$ cat config.mk
export PLATFORM = sky130hd
export DESIGN_NAME = fir_decimate_round
export DESIGN_NICKNAME = d
export VERILOG_FILES = /design/src/rtl/fir_decimate_round.sv
export SDC_FILE = /design/constraint.sdc
export NUM_CORES = 1
export LEC_CHECK = 0
export ABC_AREA = 1
export BUFFER_PORTS_ARGS = -buffer_cell sky130_fd_sc_hd__buf_2
export CAP_MARGIN = 15
export CORE_MARGIN = 1.5
export CORE_UTILIZATION = 35
export DETAILED_ROUTE_END_ITERATION = 16
export PLACE_DENSITY_LB_ADDON = 0.12
export SYNTH_ARGS = -nofsm -noshare
export SYNTH_HDL_FRONTEND = slang
export SYNTH_SLANG_ARGS = --single-unit
$ cat constraint.sdc
create_clock -name i_clk -period 5.3 [get_ports i_clk]
set_input_delay 1.06 -clock i_clk [delete_from_list [all_inputs] [get_ports i_clk]]
set_output_delay 1.06 -clock i_clk [all_outputs]
set_load 0.02 [all_outputs]
$ cat src/rtl/fir_decimate_round.sv
// Decimating output stage for a FIR: keeps one accumulator sample in every
// dec, then rounds (half-to-even), saturates to OW bits and flags clipping.
module fir_decimate_round #(
    parameter int IW          = 32,
    parameter int OW          = 16,
    parameter int SHIFT       = 8,
    parameter int DECW        = 8,
    parameter int DEFAULT_DEC = 1
) (
    input  logic            i_clk,
    input  logic            i_reset,
    input  logic            i_ce,
    input  logic [IW-1:0]   i_acc,
    input  logic            i_dec_wr,
    input  logic [DECW-1:0] i_dec,
    input  logic            i_clr_ovfl,
    output logic            o_ce,
    output logic [OW-1:0]   o_sample,
    output logic            o_ovfl
);

    localparam int STAGES = 3;
    // One extra MSB so a round-up carry out of the kept field survives
    localparam int RW = IW - SHIFT + 1;
    localparam logic [SHIFT-1:0] HALF = SHIFT'(1) << (SHIFT - 1);
    localparam logic [OW-1:0] SMAX = {1'b0, {(OW-1){1'b1}}};
    localparam logic [OW-1:0] SMIN = {1'b1, {(OW-1){1'b0}}};

    logic [DECW-1:0]   r_dec;
    logic [DECW-1:0]   r_phase;
    logic [STAGES:1]   r_vld_pipe;
    logic [IW-1:0]     r_cap;
    logic [RW-1:0]     r_rnd;

    logic [DECW-1:0]   w_dec_eff;
    logic              w_phase_last;
    logic              w_keep;
    logic [RW-1:0]     w_trunc;
    logic [SHIFT-1:0]  w_frac;
    logic              w_round_up;
    logic [RW-1:0]     w_rnd;
    logic [RW-2:OW-1]  w_hi;
    logic              w_pos_clip;
    logic              w_neg_clip;
    logic [OW-1:0]     w_sat;

    assign w_dec_eff    = (r_dec == '0) ? DECW'(1) : r_dec;
    assign w_phase_last = (r_phase >= w_dec_eff - DECW'(1));
    // A ratio write resyncs the phase, so a same-cycle sample is dropped
    assign w_keep       = i_ce && !i_dec_wr && (r_phase == '0);

    assign w_trunc    = {r_cap[IW-1], r_cap[IW-1:SHIFT]};
    assign w_frac     = r_cap[SHIFT-1:0];
    assign w_round_up = (w_frac > HALF) || ((w_frac == HALF) && r_cap[SHIFT]);
    assign w_rnd      = w_trunc + {{(RW-1){1'b0}}, w_round_up};

    // In range only if every bit above the OW-bit sign matches the true sign
    assign w_hi       = r_rnd[RW-2:OW-1];
    assign w_pos_clip = !r_rnd[RW-1] && (|w_hi);
    assign w_neg_clip =  r_rnd[RW-1] && !(&w_hi);
    assign w_sat      = w_pos_clip ? SMAX : (w_neg_clip ? SMIN : r_rnd[OW-1:0]);

    assign o_ce = r_vld_pipe[STAGES];

    always_ff @(posedge i_clk) begin
        if (i_reset) begin
            r_dec   <= DECW'(DEFAULT_DEC);
            r_phase <= '0;
        end else if (i_dec_wr) begin
            r_dec   <= i_dec;
            r_phase <= '0;
        end else if (i_ce) begin
            r_phase <= w_phase_last ? '0 : r_phase + DECW'(1);
        end
    end

    always_ff @(posedge i_clk) begin
        if (i_reset) begin
            r_vld_pipe <= '0;
            r_cap      <= '0;
            r_rnd      <= '0;
        end else begin
            r_vld_pipe <= {r_vld_pipe[STAGES-1:1], w_keep};
            if (w_keep)
                r_cap <= i_acc;
            if (r_vld_pipe[1])
                r_rnd <= w_rnd;
        end
    end

    always_ff @(posedge i_clk) begin
        if (i_reset) begin
            o_sample <= '0;
            o_ovfl   <= 1'b0;
        end else begin
            if (r_vld_pipe[2])
                o_sample <= w_sat;
            // Set has priority over clear
            if (r_vld_pipe[2] && (w_pos_clip || w_neg_clip))
                o_ovfl <= 1'b1;
            else if (i_clr_ovfl)
                o_ovfl <= 1'b0;
        end
    end

endmodule

==> qor.yml, run 1 <==
power_and_ir_drop:
  switchingPower_uw: 428
  powerDensity_nw_per_um2: 300
  vdd_drop_max_mv: 0.142
  p_leak_nw: 2.35
  power_frac_clock: 0.407
  power_frac_seq: 0.469
  intPower_mw: 1.21
  power_frac_comb: 0.124
  swShare: 0.261
hold_path:
  hold_class: "register to register"
  whs_path_depth: 2
  hold_path_end: "o_sample[7]"
  min_from: "o_sample[7]"
cts:
  hold_buffers: 0
  path_clk_slew_ps: 70
  post_cts_resized: 0
  cts_setup_buffers: 0
  insertion_delay_ps: 350
  root_buffer: "clkbuf_16"
  cts-buffers-inserted: 9
  cts_tree: "done"
  clock-sinks: 93
  ctsLongestPathBuffers: 2
  h-tree-depth: 3
grt:
  grt_pass1_wl_um: 18800
  grtUsageMet1: 0.232
  grt-busiest-layer: "met2"
  grt_use_met3: 0.0326
  grt_use_met2: 0.245
  grt_pass1_vias: 3989
  grt_max_degree: 43
  grt_usage: 0.166
  antenna_found_initial: 0
  grt_overflow: 0
setup_path:
  r2r_start: "r_dec[2]"
  path_cells: "buf_2, inv_2, nand4_2, nor3_4, nand2_1, inv_2, nor2_1, nor2_1"
  cpPeakStageDelay_ps: 870
  r2r_slack_ps: 2820
  cp-start-kind: "primary input"
  rr_worst_depth: 17
  worstSetupPathDepth: 8
  cp_data_arrival_time_ps: 3250
  cp_slowest_cell: "nor3_4"
  worstPathMaxFanout: 33
  cp_top_family: "simple AND/OR/NAND/NOR gates"
  worstSetupPathType: "primary input to register"
  crit_required_ps: 5590
  end_kind: "register"
  worst-path-buf-inv: 3
  r2r_end: "r_phase[5]"
route:
  num_vias: 4215
  avgViaCountPerCell: 4.52
  ant_nets: 0
  drt_iter0_drc: 197
  dr.pass1.iters: 4
  drc_errors: 0
  routedWlPerCell_um: 11.6
  routed_wl_um: 10800
die:
  rows: 42
  coreArea_um2: 13200
  die_w_um: 119
  io_pins: 63
  die_y_um: 119
  start_util: 0.357
  die_area_um2: 14200
yosys:
  ys_ff_latch: 93
  synth_top_area_frac: 0.395
  yosysUniqueCellTypes: 32
  synthesis.nets: 759
  synth_warnings: 0
  yosysSeqAreaShare: 0.395
  synthTopCellsByArea: "dfxtp_1 (39%), nand2_1 (15%), nor2_1 (10%), inv_1 (5.8%), nand3b_1 (5.3%)"
  syn_area_um2: 4710
  syn_avg_cell_area_um2: 6.72
  netlist_instances: 702
  yosysTopAreaCell: "dfxtp_1"
timing:
  final_hold_viol_count: 0
  clock-skew-final_ps: 6.44
  timing.hold.ws_ps: 461
  clock.fmax_mhz: 337
  period_needed_ps: 2960
  worst_pin_slew_ps: 1130
  fin_setup_tns_ps: 0
  maxSlewHeadroom: 0.243
  drv_slew: 0
  rsz0062_at_grt: "false"
  finalSetupViolCount: 0
  period_share: 0.559
placement:
  gp_congestion: 0.836
  port_buffers: 62
  dp_hpwl_um: 8140
  dp_cells: 916
finish:
  nFillCells: 1456
  final_cells: 932
  final_util: 0.414
  most-common-layout-cells: "nand2_1 (185), nor2_1 (127), dfxtp_1 (93)"
  insertedDiodeCount: 0
  layout.nets: 808
  drive_gt1_frac: 0.124
  areaGrowthSynthToFinish_pct: 15.8
  layout_commonest_cell: "nand2_1"
outcome:
  status: "complete, no violations"
job:
  cap_violations: 0
## worst max path at each step
stage / endpoint / from
2_1_floorplan: r_phase[0] / r_dec[2]
3_3_place_gp: r_cap[22] / i_dec_wr
3_5_place_dp: r_cap[12] / i_dec_wr
4_1_cts: r_cap[12] / i_dec_wr
5_1_grt: r_cap[11] / i_dec_wr
6_report: r_cap[12] / i_dec_wr
## tightest hold or removal path, delay by kind of cell, from the launching register on
family,cells,cell delay (ps)
flip-flops,1,310
AO/OA/AOI/OAI,1,50
AND/OR/NAND/NOR,1,60
## flip-flops by register name, indices dropped and copies added, names as in the netlist
name and cells:
r_cap 32, r_rnd 25, o_sample 16, r_dec 8
r_phase 8, r_vld_pipe 3, o_ovfl 1
## power groups by stage
| stage | Clock [mW] | Sequential (mW) | Combinational, mW |
|---|---|---|---|
| floorplan | 0 | 0.777 | 0.150 |
| global placement | 0 | 0.782 | 0.201 |
| detailed placement | 0 | 0.783 | 0.205 |
| CTS | 0.692 | 0.767 | 0.206 |
| global route | 0.714 | 0.773 | 0.237 |
| finish | 0.666 | 0.767 | 0.203 |
## area by class of cell
type / count / area [µm²] / area share
repair buffers: 65 / 333 / 0.0610
flip-flops and latches: 93 / 1860 / 0.341
well taps: 176 / 220 / 0.0403
inverters: 80 / 300 / 0.0550
clock buffers: 12 / 256 / 0.0470
multi-input cells: 502 / 2430 / 0.445
clock inverters: 4 / 56.3 / 0.0103
## metal layers
| layer | up-vias | routed length (µm) |
|---|---|---|
| met4 | 0 | 241 |
| met5 | - | 0 |
| met1 | 1833 | 5680 |
| li1 | 2301 | - |
| met2 | 65 | 4470 |
| met3 | 16 | 408 |
## cell families after synthesis
family	after synthesis	share of synthesized area
compound gates	73	0.0809
xor+xnor	20	0.0372
fa+ha+maj	12	0.0318
buf+inv	107	0.0892
flops	93	0.395
simple gates	397	0.366
## cell usage after synthesis
master	n
clkbuf_1	17
buf_1	1
nor2_4	1
a21oi_1	45
xor2_1	11
a21boi_0	1
nand4_2	1
o31ai_1	1
nor2_1	127
a21oi_2	1
nand3b_1	33
or2_0	2
and2_1	1
nand4_1	6
dfxtp_1	93
buf_2	6
inv_1	73
o21bai_1	2
o21ai_0	22
nor3_4	1
o21a_1	1
nand2_1	185
buf_4	3
nand3_1	30
ha_1	12
nor2_2	4
nor3_1	2
xnor2_1	9
nand2_2	1
nor4_1	3
inv_2	5
clkinv_1	2
## stage by stage
stage | cell area, µm² | setup WS [ps] | power [mW]
floorplan | 4710 | 3140 | 0.927
global placement | 5150 | 2060 | 0.984
detailed placement | 5150 | 1920 | 0.988
CTS | 5460 | 2290 | 1.67
global route | 5460 | 2030 | 1.72
finish | 5460 | 2340 | 1.64
Note: power is estimated with default switching activity, not from simulation.
==> run 2, diff against run 1 <==
==> constraint.sdc (replaced) <==
create_clock -name i_clk -period 2.75 [get_ports i_clk]
set_input_delay 0.55 -clock i_clk [delete_from_list [all_inputs] [get_ports i_clk]]
set_output_delay 0.55 -clock i_clk [all_outputs]
set_load 0.02 [all_outputs]
==> qor.yml, run 2 (same netlist as run 1, synthesis figures left out) <==
outcome:
  status: "complete, no violations"
hold_path:
  hold_class: "primary input to register"
timing:
  period_share: 0.882
  worst_pin_slew_ps: 727
  fin_setup_tns_ps: 0
  rsz0062_at_grt: "false"
  maxSlewHeadroom: 0.515
  finalSetupViolCount: 0
  setup_ws_ps: 326
  clock.fmax_mhz: 413
  final_hold_viol_count: 0
  drv_slew: 0
  period_needed_ps: 2420
  clock-skew-final_ps: 7.49
cts:
  cts_setup_buffers: 0
  h-tree-depth: 3
  insertion_delay_ps: 350
  clock-sinks: 93
  cts-buffers-inserted: 9
  hold_buffers: 0
  ctsLongestPathBuffers: 2
  post_cts_resized: 0
  root_buffer: "clkbuf_16"
  path_clk_slew_ps: 70
  cts_tree: "done"
power_and_ir_drop:
  vdd_drop_max_mv: 0.248
  p_leak_nw: 2.38
  powerDensity_nw_per_um2: 588
  power_mw: 3.24
placement:
  gp_congestion: 0.833
  post-place-ws_ps: 345
  port_buffers: 62
  dp_hpwl_um: 8270
finish:
  largest-register: "r_cap"
  insertedDiodeCount: 0
  layout.nets: 813
  most-common-layout-cells: "nand2_1 (185), nor2_1 (127), dfxtp_1 (93)"
  largest_reg_flops: 32
  layout_commonest_cell: "nand2_1"
  drive_gt1_frac: 0.131
  reg_top3: "r_cap x32, r_rnd x25, o_sample x16"
  areaGrowthSynthToFinish_pct: 17.0
setup_path:
  end_kind: "register"
  worstPathMaxFanout: 8
  cp-start-kind: "register"
  worstSetupPathType: "register to register"
  crit_required_ps: 2980
  cp_data_arrival_time_ps: 2650
die:
  die_area_um2: 14200
  io_pins: 63
  start_util: 0.357
  rows: 42
  die_y_um: 119
  coreArea_um2: 13200
  die_w_um: 119
grt:
  grt_max_degree: 42
  grt_pass1_wl_um: 19000
  grt_usage: 0.167
  grt_pass1_vias: 4040
  antenna_found_initial: 0
  grt_overflow: 0
route:
  dr.pass1.iters: 4
  avgViaCountPerCell: 4.48
  routedWlPerCell_um: 11.7
  num_vias: 4198
  drc_errors: 0
  ant_nets: 0
  routed_wl_um: 10900
  drt_iter0_drc: 193
job:
  cap_violations: 0
run 2: cell type report:
type                            count  area (µm²)
Fill cell                        1454        7670
Multi-Input combinational cell    502        2430
Sequential cell                    93        1860
Timing Repair Buffer               70         370
Inverter                           80         300
Clock buffer                        9         225
Tap cell                          176         220
Clock inverter                      7         106
run 2: path summary, 6_finish.rpt:
check / cells past startpoint / startpoint / end / slack (ps)
min reg2reg: 2 / o_sample[3] / o_sample[3] / 460
min: 3 / i_dec[0] / r_dec[0] / 430
max reg2reg: 17 / r_dec[2] / r_phase[3] / 330
max: 17 / r_dec[2] / r_phase[3] / 330
run 2: power breakdown:
| part | internal, mW | switching (mW) |
|---|---|---|
| Clock | 0.812 | 0.558 |
| Sequential | 1.42 | 0.0623 |
| Combinational | 0.157 | 0.238 |
| Total | 2.39 | 0.858 |
run 2: layer usage:
metal | global-route usage | vias up | wire length, µm
met5 | 0 | - | 0
met4 | 0.0655 | 0 | 87
met3 | 0.0316 | 5 | 403
met2 | 0.259 | 67 | 4780
met1 | 0.228 | 1823 | 5680
li1 | - | 2303 | -
run 2: metrics by stage:
stage	area, µm²	cells	hold WS (ps)	util
floorplan	4710	702	435	-
global placement	5180	921	451	0.393
global route	5520	937	430	0.418
detailed placement	5180	921	452	0.393
CTS	5520	937	419	0.418
finish	5520	937	430	0.418
run 2: critical path: stages, from the launching register on:
cell and delay [ps]:
dfxtp_1 360, inv_1 100, nand2_1 50, nor2_1 130
nand4_1 120, nand2_1 80, inv_1 70, ha_1 220
nand2_1 100, xor2_1 150, inv_1 60, ha_1 260
nand2_1 60, o21a_1 180, nand2_1 60, nand2_1 40
nand2_1 210, nor2_1 70
==> run 3, diff against run 2 <==
==> constraint.sdc (replaced) <==
create_clock -name i_clk -period 3 [get_ports i_clk]
set_input_delay 0.6 -clock i_clk [delete_from_list [all_inputs] [get_ports i_clk]]
set_output_delay 0.6 -clock i_clk [all_outputs]
set_load 0.02 [all_outputs]
==> qor.yml, run 3 (same netlist as run 1, synthesis figures left out) <==
setup_path:
  crit_required_ps: 3230
  cp-start-kind: "register"
  worstPathMaxFanout: 8
  crit_top_cell: "nand2_1"
  path_cells: "inv_1, nand2_1, nor2_1, nand4_1, nand2_1, inv_1, ha_1, nand2_1, xor2_1, inv_1, ha_1, nand2_1, o21a_1, nand2_1, nand2_1, nand2_1, nor2_1"
  r2r_slack_ps: 560
  r2r_end: "r_phase[3]"
  r2r_start: "r_dec[3]"
  rr_worst_depth: 17
  cp-startpoint: "r_dec[3]"
  end_kind: "register"
  cp_data_arrival_time_ps: 2670
  cpPeakStageDelay_ps: 330
  worstSetupPathType: "register to register"
  setup.worst_path.end: "r_phase[3]"
  cp_slowest_cell: "dfxtp_1"
route:
  avgViaCountPerCell: 4.49
  drc_errors: 0
  dr.pass1.iters: 4
  routed_wl_um: 11100
  drt_iter0_drc: 170
  num_vias: 4200
  routedWlPerCell_um: 11.9
  ant_nets: 0
grt:
  grt_pass1_wl_um: 18900
  grt_overflow: 0
  grt_usage: 0.166
  antenna_found_initial: 0
  grt_pass1_vias: 3951
  grt_max_degree: 42
finish:
  most-common-layout-cells: "nand2_1 (185), nor2_1 (127), dfxtp_1 (93)"
  layout.nets: 811
  largest-register: "r_cap"
  drive_gt1_frac: 0.129
  final-seq-area_um2: 1860
  nFillCells: 1459
  layout_commonest_cell: "nand2_1"
  insertedDiodeCount: 0
  reg_top3: "r_cap x32, r_rnd x25, o_sample x16"
  largest_reg_flops: 32
  multiInputGateArea_um2: 2430
  areaGrowthSynthToFinish_pct: 16.7
  final_area_um2: 5500
cts:
  ctsLongestPathBuffers: 2
  cts_setup_buffers: 0
  hold_buffers: 0
  clock-sinks: 93
  root_buffer: "clkbuf_16"
  cts-buffers-inserted: 9
  insertion_delay_ps: 350
  h-tree-depth: 3
  path_clk_slew_ps: 70
  cts_tree: "done"
  post_cts_resized: 0
die:
  start_util: 0.357
  die_y_um: 119
  rows: 42
  io_pins: 63
  coreArea_um2: 13200
  die_area_um2: 14200
  die_w_um: 119
timing:
  worst_pin_slew_ps: 746
  period_needed_ps: 2440
  timing.hold.ws_ps: 463
  fin_setup_tns_ps: 0
  finalSetupViolCount: 0
  drv_slew: 0
  period_share: 0.813
  clock.fmax_mhz: 410
  final_hold_viol_count: 0
  rsz0062_at_grt: "false"
  setup_ws_ps: 562
  clock-skew-final_ps: 6.89
  maxSlewHeadroom: 0.502
power_and_ir_drop:
  power_mw: 2.99
  powerDensity_nw_per_um2: 543
  p_leak_nw: 2.37
  vdd_drop_max_mv: 0.318
placement:
  gp_congestion: 0.843
  post-place-ws_ps: 580
  port_buffers: 62
  dp_hpwl_um: 8230
  dpl-instance-area_um2: 5170
outcome:
  status: "complete, no violations"
job:
  cap_violations: 0
hold_path:
  hold_class: "register to register"
  whs_path_depth: 2
run 3: cell count changes in the layout (fill, tap and decap cells not counted):
cell / delta
buf_4: -2
inv_8: -1
clkinvlp_4: +1
clkinv_4: -1
clkbuf_8: +1
run 3: worst max-delay path: cells and delay by family (launching register included):
family          cells  cell delay (ps)
compound gates      1              180
buf+inv             3              240
xor+xnor            1              150
flops               1              330
fa+ha+maj           2              490
simple gates       10              950
run 3: layout make-up:
type	instances	share of cell area
clock inverters	6	0.0171
multi-input cells	502	0.442
inverters	80	0.0546
flip-flops and latches	93	0.338
repair buffers	68	0.0646
clock buffers	10	0.0434
well taps	176	0.0400
run 3: stage by stage:
step | cells | util
final | 935 | 0.417
after global routing | 935 | 0.417
after CTS | 935 | 0.417
after detailed placement | 919 | 0.392
after global placement | 919 | 0.392
after floorplan | 702 | -
run 3: routing by layer:
metal / part of all wire / up-vias / wire (µm) / global-route usage
li1: - / 2300 / - / -
met1: 0.53 / 1817 / 5910 / 0.235
met2: 0.42 / 70 / 4640 / 0.250
met3: 0.028 / 13 / 306 / 0.0254
met4: 0.021 / 0 / 228 / 0.0700
met5: 0 / - / 0 / 0
run 3: where the power goes:
| part | total (mW) | internal [mW] | leakage, nW | switching [mW] |
|---|---|---|---|---|
| registers | 1.36 | 1.30 | 0.760 | 0.0573 |
| clock network | 1.27 | 0.760 | 0.160 | 0.511 |
| logic | 0.362 | 0.143 | 1.45 | 0.219 |
| total | 2.99 | 2.20 | 2.37 | 0.788 |
run 3: how the worst min path moves through the flow:
stage	start	endpoint	slack [ps]
after global routing	o_sample[10]	o_sample[10]	480
after floorplan	r_rnd[1]	r_rnd[1]	430
after CTS	o_sample[5]	o_sample[5]	460
after detailed placement	o_sample[5]	o_sample[5]	450
final	o_sample[5]	o_sample[5]	460
after global placement	o_sample[3]	o_sample[3]	450
